[src/rtl/alu_bist.sv]
// alu_bist: power-up self-test sequencer for the ALUControl + alu pair.
// Steps through an 11-entry R-type vector ROM. Each vector is launched onto the
// ALU operands, given SETTLE_CYCLES to propagate, then compared exactly with
// the stored result. The block reports pass/fail, a saturating failure count,
// and the index and ALU result of the first failing vector.
module alu_bist #(
    parameter int SETTLE_CYCLES = 1,   // 1..15
    parameter bit STOP_ON_FAIL  = 1'b0
) (
    input  logic        clk,
    input  logic        rst_n,
    input  logic        start,
    output logic [6:0]  Opcode,
    output logic [3:0]  FuncCode,
    output logic [31:0] A,
    output logic [31:0] B,
    input  logic [31:0] ALUOut,
    input  logic        Branch_Enable,
    output logic        busy,
    output logic        done,
    output logic        pass,
    output logic [3:0]  fail_count,
    output logic [3:0]  first_fail,
    output logic [31:0] fail_result
);

    localparam logic [6:0] OP_RTYPE    = 7'b0110011;
    localparam logic [3:0] LAST_IDX    = 4'd10;
    localparam logic [3:0] NO_FAIL     = 4'hF;
    localparam logic [3:0] SETTLE_LOAD = 4'(SETTLE_CYCLES);

    typedef enum logic [2:0] {IDLE, APPLY, SETTLE, CHECK, DONE} state_t;

    state_t      state_reg, state_next;
    logic [3:0]  idx_reg;
    logic [3:0]  settle_cnt_reg;
    logic [3:0]  vec_func;
    logic [31:0] vec_a, vec_b, vec_exp;
    logic        accept, mismatch, run_end;

    // The branch flag is meaningless for R-type vectors, so it is never compared.
    logic unused_branch;
    assign unused_branch = Branch_Enable;

    // Vector ROM: operands and expected result for the current index.
    always_comb begin
        vec_func = 4'b0000;
        vec_a    = 32'd0;
        vec_b    = 32'd0;
        vec_exp  = 32'd0;
        case (idx_reg)
            4'd0:  begin vec_func = 4'b0111; vec_a = 32'h0F;   vec_b = 32'h55; vec_exp = 32'h05;        end
            4'd1:  begin vec_func = 4'b0110; vec_a = 32'h0F;   vec_b = 32'h55; vec_exp = 32'h5F;        end
            4'd2:  begin vec_func = 4'b0000; vec_a = 32'd10000; vec_b = 32'd111; vec_exp = 32'h0000_277F; end
            4'd3:  begin vec_func = 4'b1000; vec_a = 32'd10000; vec_b = 32'd111; vec_exp = 32'h0000_26A1; end
            4'd4:  begin vec_func = 4'b0010; vec_a = 32'd0;    vec_b = 32'd2;  vec_exp = 32'd1;         end
            4'd5:  begin vec_func = 4'b0101; vec_a = 32'd16;   vec_b = 32'd2;  vec_exp = 32'd4;         end
            4'd6:  begin vec_func = 4'b1101; vec_a = 32'd8;    vec_b = 32'd1;  vec_exp = 32'd4;         end
            4'd7:  begin vec_func = 4'b0001; vec_a = 32'd2;    vec_b = 32'd2;  vec_exp = 32'd8;         end
            4'd8:  begin vec_func = 4'b0100; vec_a = 32'h55;   vec_b = 32'hFF; vec_exp = 32'hAA;        end
            4'd9:  begin vec_func = 4'b0001; vec_a = 32'd2;    vec_b = 32'd16; vec_exp = 32'h0002_0000; end
            4'd10: begin vec_func = 4'b0001; vec_a = 32'd1;    vec_b = 32'd31; vec_exp = 32'h8000_0000; end
            default: ;
        endcase
    end

    // Run control qualifiers shared by the FSM and the datapath.
    always_comb begin
        accept   = ((state_reg == IDLE) || (state_reg == DONE)) && start;
        mismatch = (state_reg == CHECK) && (ALUOut != vec_exp);
        run_end  = (idx_reg == LAST_IDX) || (mismatch && STOP_ON_FAIL);
    end

    // State register.
    always_ff @(posedge clk or negedge rst_n) begin
        if (!rst_n) begin
            state_reg <= IDLE;
        end else begin
            state_reg <= state_next;
        end
    end

    // Next-state logic.
    always_comb begin
        state_next = state_reg;
        case (state_reg)
            IDLE, DONE: if (start) state_next = APPLY;
            APPLY:      state_next = SETTLE;
            SETTLE:     if (settle_cnt_reg == 4'd1) state_next = CHECK;
            CHECK:      state_next = run_end ? DONE : APPLY;
            default:    state_next = IDLE;
        endcase
    end

    // Status outputs decoded from the state; pass is only meaningful once done.
    always_comb begin
        busy = (state_reg == APPLY) || (state_reg == SETTLE) || (state_reg == CHECK);
        done = (state_reg == DONE);
        pass = done && (fail_count == 4'd0);
    end

    // Datapath: operand launch, settle timer, vector index and failure capture.
    always_ff @(posedge clk or negedge rst_n) begin
        if (!rst_n) begin
            Opcode         <= 7'd0;
            FuncCode       <= 4'd0;
            A              <= 32'd0;
            B              <= 32'd0;
            idx_reg        <= 4'd0;
            settle_cnt_reg <= 4'd0;
            fail_count     <= 4'd0;
            first_fail     <= NO_FAIL;
            fail_result    <= 32'd0;
        end else begin
            if (accept) begin
                idx_reg     <= 4'd0;
                fail_count  <= 4'd0;
                first_fail  <= NO_FAIL;
                fail_result <= 32'd0;
            end
            if (state_reg == APPLY) begin
                Opcode         <= OP_RTYPE;
                FuncCode       <= vec_func;
                A              <= vec_a;
                B              <= vec_b;
                settle_cnt_reg <= SETTLE_LOAD;
            end
            if (state_reg == SETTLE) begin
                settle_cnt_reg <= settle_cnt_reg - 4'd1;
            end
            if (state_reg == CHECK) begin
                if (mismatch) begin
                    // A zero count means no earlier mismatch in this run.
                    if (fail_count == 4'd0) begin
                        first_fail  <= idx_reg;
                        fail_result <= ALUOut;
                    end
                    if (fail_count != 4'hF) begin
                        fail_count <= fail_count + 4'd1;
                    end
                end
                if (!run_end) begin
                    idx_reg <= idx_reg + 4'd1;
                end
            end
        end
    end

endmodule

[config.mk]
export PLATFORM = sky130hd
export DESIGN_NAME = alu_bist
export DESIGN_NICKNAME = d
export VERILOG_FILES = /design/src/rtl/alu_bist.sv
export SDC_FILE = /design/constraint.sdc
export NUM_CORES = 1
export LEC_CHECK = 0
export CAP_MARGIN = 40
export CORE_MARGIN = 2
export CORE_UTILIZATION = 47
export CTS_CLUSTER_DIAMETER = 120
export DETAILED_ROUTE_END_ITERATION = 6
export DONT_BUFFER_PORTS = 1
export PLACE_DENSITY = 0.67
export SYNTH_ARGS = -nofsm -noshare
export SYNTH_HDL_FRONTEND = slang
export SYNTH_SLANG_ARGS = --single-unit
export TNS_END_PERCENT = 50
[constraint.sdc]
create_clock -name clk -period 8.2 [get_ports clk]
set_input_delay 0.82 -clock clk [delete_from_list [all_inputs] [get_ports clk]]
set_output_delay 0.82 -clock clk [all_outputs]
set_load 0.01 [all_outputs]
* Yosys cells after proc, flatten, opt, wreduce, memory -nomap -nowiden
Cells that the tools add are included.
** Operators by class
- Add/sub/neg operators :: 3
- Eq/ne operators :: 19
- Multiplexer cells :: 25
- Reductions and logical operators :: 18
** Operator list (number)
- $pmux W32 S10 :: 1
- $mux W32 :: 4
- $pmux W14 S7 :: 1
- $pmux W8 S7 :: 1
- $mux W4 :: 13
- $ne A32 B32 Y1 :: 1
- $pmux W4 S8 :: 1
- $eq A4 B3 Y1 const B :: 4
- $eq A4 B4 Y1 const B :: 3
- $pmux W3 S4 :: 1
- $reduce_or A2 Y1 :: 5
- $mux W3 :: 3
- $add A4 B1 Y4 const B :: 2
- $eq A4 B1 Y1 const B :: 2
- $eq A4 B2 Y1 const B :: 2
- $logic_not A4 Y1 :: 2
- $eq A3 B2 Y1 const B :: 2
- $reduce_or A3 Y1 :: 2
- $ne A2 B2 Y1 const B :: 2
- $ne A4 B4 Y1 const B :: 1
- $sub A4 B1 Y4 const B :: 1
- $eq A3 B1 Y1 const B :: 1
- $eq A3 B3 Y1 const B :: 1
- $logic_and A1 B1 Y1 :: 3
- other kinds (4) :: 6
** Storage, ports and cells
- Flip-flop bits (word level) :: 120

* Longest topological paths before layout
- Depth in word-level cells :: 7
- Mapped depth :: 11
- Depth with buffers taken out :: 9

* Worst setup path after synthesis
Ideal clock, no wire load.
- Path kind :: input -> register
- Start :: input ALUOut[21]
- End :: register fail_count[1]
- Arrival time :: 2.563 ns
- Slack :: 5.512 ns
- Stages on the path :: 7
- Buffers on the path :: 0
- Path through :: nor4_1 o2111ai_1 nor4b_1 nand4_1 o41ai_4 a31o_2 mux2_2
** On the way
- Cells in the longest elaborated chain, start to end :: 4
** Ends and longest elaborated chain
- start, declared :: line 17 : input logic [31:0] ALUOut,
- $ne A32 B32 Y1 :: line 70 : mismatch = (state_reg == CHECK) && (ALUOut != vec_exp);
- $logic_and A1 B1 Y1 :: line 70
- $mux W4 :: line 132 : if (mismatch) begin
- $mux W4 :: line 131 : if (state_reg == CHECK) begin
- end signal, assigned :: line 139 : fail_count <= fail_count + 4'd1;
- end, declared :: line 22 : output logic [3:0] fail_count,
No other way between the ends.
A chain may end at the register's enable or synchronous reset.

* Final worst setup path
- Start :: register idx_reg[0]
- End :: register first_fail[2]
** On the way
- Cells in the longest elaborated chain, start to end :: 7
- Elaborated cells between the ends (all ways) :: 17
- Classes of those cells :: 11 x eq/ne; 3 x mux; 3 x reduce/logical
** Ends and longest elaborated chain
- start, declared :: line 35 : logic [3:0] idx_reg;
- start signal, assigned :: line 143 : idx_reg <= idx_reg + 4'd1;
- $eq A4 B3 Y1 :: line 51 : case (idx_reg)
- $reduce_or A2 Y1 (no line)
- $pmux W32 S10 * :: line 51
- $ne A32 B32 Y1 * :: line 70
- $logic_and A1 B1 Y1 * :: line 70
- $mux W4 * :: line 132
- $mux W4 * :: line 131
- end signal, assigned :: line 135 : first_fail <= idx_reg;
- end, declared :: line 23 : output logic [3:0] first_fail,
Every way passes the cells marked *; elsewhere a longest branch is shown, timed or not.

==> flow_summary.ini <==
[synthesis]
synth_compound_area_frac = 0.118
synthTopCellsByArea = dfrtp_1 40%, buf_4 9.9%, mux2i_1 9.3%
yosys.area.top_type = dfrtp_1
synth_edf_count = 0
synthMuxAreaShare = 0.0988
synth.top_cell.area_share = 0.401
synth_cells = 464
ys_ff_latch = 71
synth_top_family_by_area = buffers and inverters
yosysWarnings = 0
ys_seq_area_frac = 0.426
ys.flop_type = dfrtp_1
synthDistinctLibCells = 53
synth-async-reset-ratio = 1.00
synth_xor_area_frac = 0.0105
synthAdderAreaFrac = 0.0239
synth-simple-area-share = 0.156
syn-cell-area_um2 = 4180
avgSynthCellArea_um2 = 9.01

[global_routing]
grt_pass1_wl_um = 14700
grt_pass1_vias = 2884
grt_util_all_layers = 0.188
grt.overflow.total = 0
antenna_found_initial = 0
grt_max_degree = 72

[drt]
drt_pass1_iterations = 4
vias_per_cell = 5.18
drc = 0
dr_total_vias = 2905
drt_iter0_markers = 183
wl_um = 8910
ant_nets = 0
wl_per_cell_um = 15.9

[cts]
postCtsSetupBuffers = 0
root_buffer = clkbuf_8
tritoncts = yes
cts_buffer_depth = 2
numCtsBuffers = 9
clk_pin_slew_ps = 80
clock_latency_ps = 340
ctsResizeCount = 0
htree_levels = 3
clock-sinks = 71
hold_buffers = 0

[placed_design]
portBuffers = 0
hpwl_um = 6220
gp_congestion = 0.807

[critical_path]
timing.rr.end = first_fail[2]
startpoint_type = flop
crit_path_start = idx_reg[0]
endpoint_kind = flop
reg2reg_depth = 10
worstSetupPathType = reg -> reg
cp_data_required_time_ps = 8470
worstReg2RegStart = idx_reg[0]
cp_data_arrival_time_ps = 3750
r2r_slack_ps = 4720
crit_path_max_fanout = 36

[timing]
rsz0062_at_grt = false
setup-tns-final_ps = 0
fin_crit_ps = 3480
timing.final.crit_share = 0.425
maxSlewHeadroom = 0.455
skew_ps = 10.2
slew_violations = 0
fmax_ghz = 0.287
tightest_slew_ps = 818
finalSetupViolations = 0
hold_ws_ps = 160
hold_viol = 0

[floorplanning]
die_w_um = 98.3
fp-row-count = 34
die-height_um = 98.3
start_util = 0.482
top_level_ports = 154
die_area_um2 = 9660
core_um2 = 8680

[pwr]
powerDensity_nw_per_um2 = 372
leakagePower_nw = 2.01
max-vdd-ir-drop_uv = 115

[status]
status = finished clean

[flow_run]
cap_violations = 0

[cells_and_area]
largest_register = fail_result
diodes = 0
largest_register_ffs = 32
largestRegisters = fail_result (32), B (8), A (7)
fin_util = 0.484
area_delta_synth_final_pct = 0.509
final_nets = 492
drive_gt1_frac = 0.0728

[hold_path]
hold_path.class = in -> async
[cell usage after synthesis, types with 2 or more instances]
cell,instances
a22oi_1,2
a31oi_1,3
o22ai_1,4
nor3b_1,2
a31o_2,2
nor2_1,26
nand3b_1,2
o31ai_1,4
nand2_1,65
dfstp_2,4
nand2b_1,5
o21ai_0,21
dfrtp_1,67
mux2_2,2
a21o_1,3
buf_1,2
xnor2_1,5
mux2i_1,39
o22a_1,2
clkbuf_1,12
nor4b_1,3
a211o_1,2
nor4_1,4
or3b_2,2
ha_1,8
or2_2,2
buf_6,3
inv_1,43
nand3_1,11
a21oi_1,17
o211ai_1,3
nand4_1,3
a211oi_1,2
o21a_1,2
nor3_1,9
buf_2,7
buf_4,55
[critical path: stages (launching register included)]
cell and delay [ps]:
dfrtp_1 440, inv_1 130, ha_1 490, nor3b_1 310, o2111ai_1 160, nor4b_1 370, nand4_1 190, o41ai_4 590
nor2_4 60, buf_4 320, mux2_2 340
[layout make-up]
class,count,area (µm²)
clock buffers,11,141
clock inverters,5,56.3
fillers,821,4480
inverters,43,161
multi-input cells,319,1890
flip-flops and latches,71,1780
well taps,108,135
repair buffers,4,37.5
[through the flow]
| step | power, mW | worst slack (ps) | instances | cell area (µm²) |
|---|---|---|---|---|
| after floorplan | 1.18 | 5510 | 512 | 4360 |
| after global placement | 1.26 | 4800 | 544 | 3990 |
| after detailed placement | 1.29 | 4700 | 545 | 4000 |
| after CTS | 1.58 | 4690 | 561 | 4200 |
| after global routing | 1.70 | 4450 | 561 | 4200 |
| final | 1.56 | 4720 | 561 | 4200 |
[per-layer routing]
layer / wire, µm / track usage / part of all wire
met1: 3830 / 0.243 / 0.43
met2: 4410 / 0.301 / 0.49
met3: 583 / 0.0580 / 0.065
met4: 90 / 0.0653 / 0.010
met5: 0 / 0 / 0
[placed cells by master, fill, tap and decap left out, types with 5 or more instances in the layout]
cell type  synthesis  routed
inv_1             43      43
mux2i_1           39      39
nor3_1             9       9
clkbuf_8           0      10
conb_1             1      49
ha_1               8       8
nand3_1           11      11
dfrtp_1           67      67
nand2b_1           5       5
o21ai_0           21      21
nor2_1            26      26
nand2_1           65      65
xnor2_1            5       5
a21oi_1           17      17
[report_power, final]
part	total (mW)	internal, mW	switching [mW]	leakage (nW)
clock	0.285	0.149	0.136	0.0997
combinational	0.576	0.237	0.339	1.00
sequential	0.703	0.504	0.199	0.904
total	1.56	0.890	0.673	2.01
[how the worst max path moves through the flow]
stage / end / slack (ps) / depth (start not counted)
global placement: first_fail[2] / 4800 / 10
floorplan: fail_count[1] / 5510 / 7
global route: first_fail[2] / 4450 / 10
finish: first_fail[2] / 4720 / 10
CTS: first_fail[2] / 4690 / 10
detailed placement: first_fail[2] / 4700 / 10
[cell families (layout without fill, tap and decap cells)]
| logic type | Yosys count | count (layout) |
|---|---|---|
| xor+xnor | 5 | 5 |
| mux | 41 | 41 |
| other cells | 1 | 49 |
| flops | 71 | 71 |
| buf+inv | 122 | 63 |
| fa+ha+maj | 8 | 8 |
| simple gates | 141 | 141 |
| compound gates | 75 | 75 |
Power figures use the tool's default switching activity.
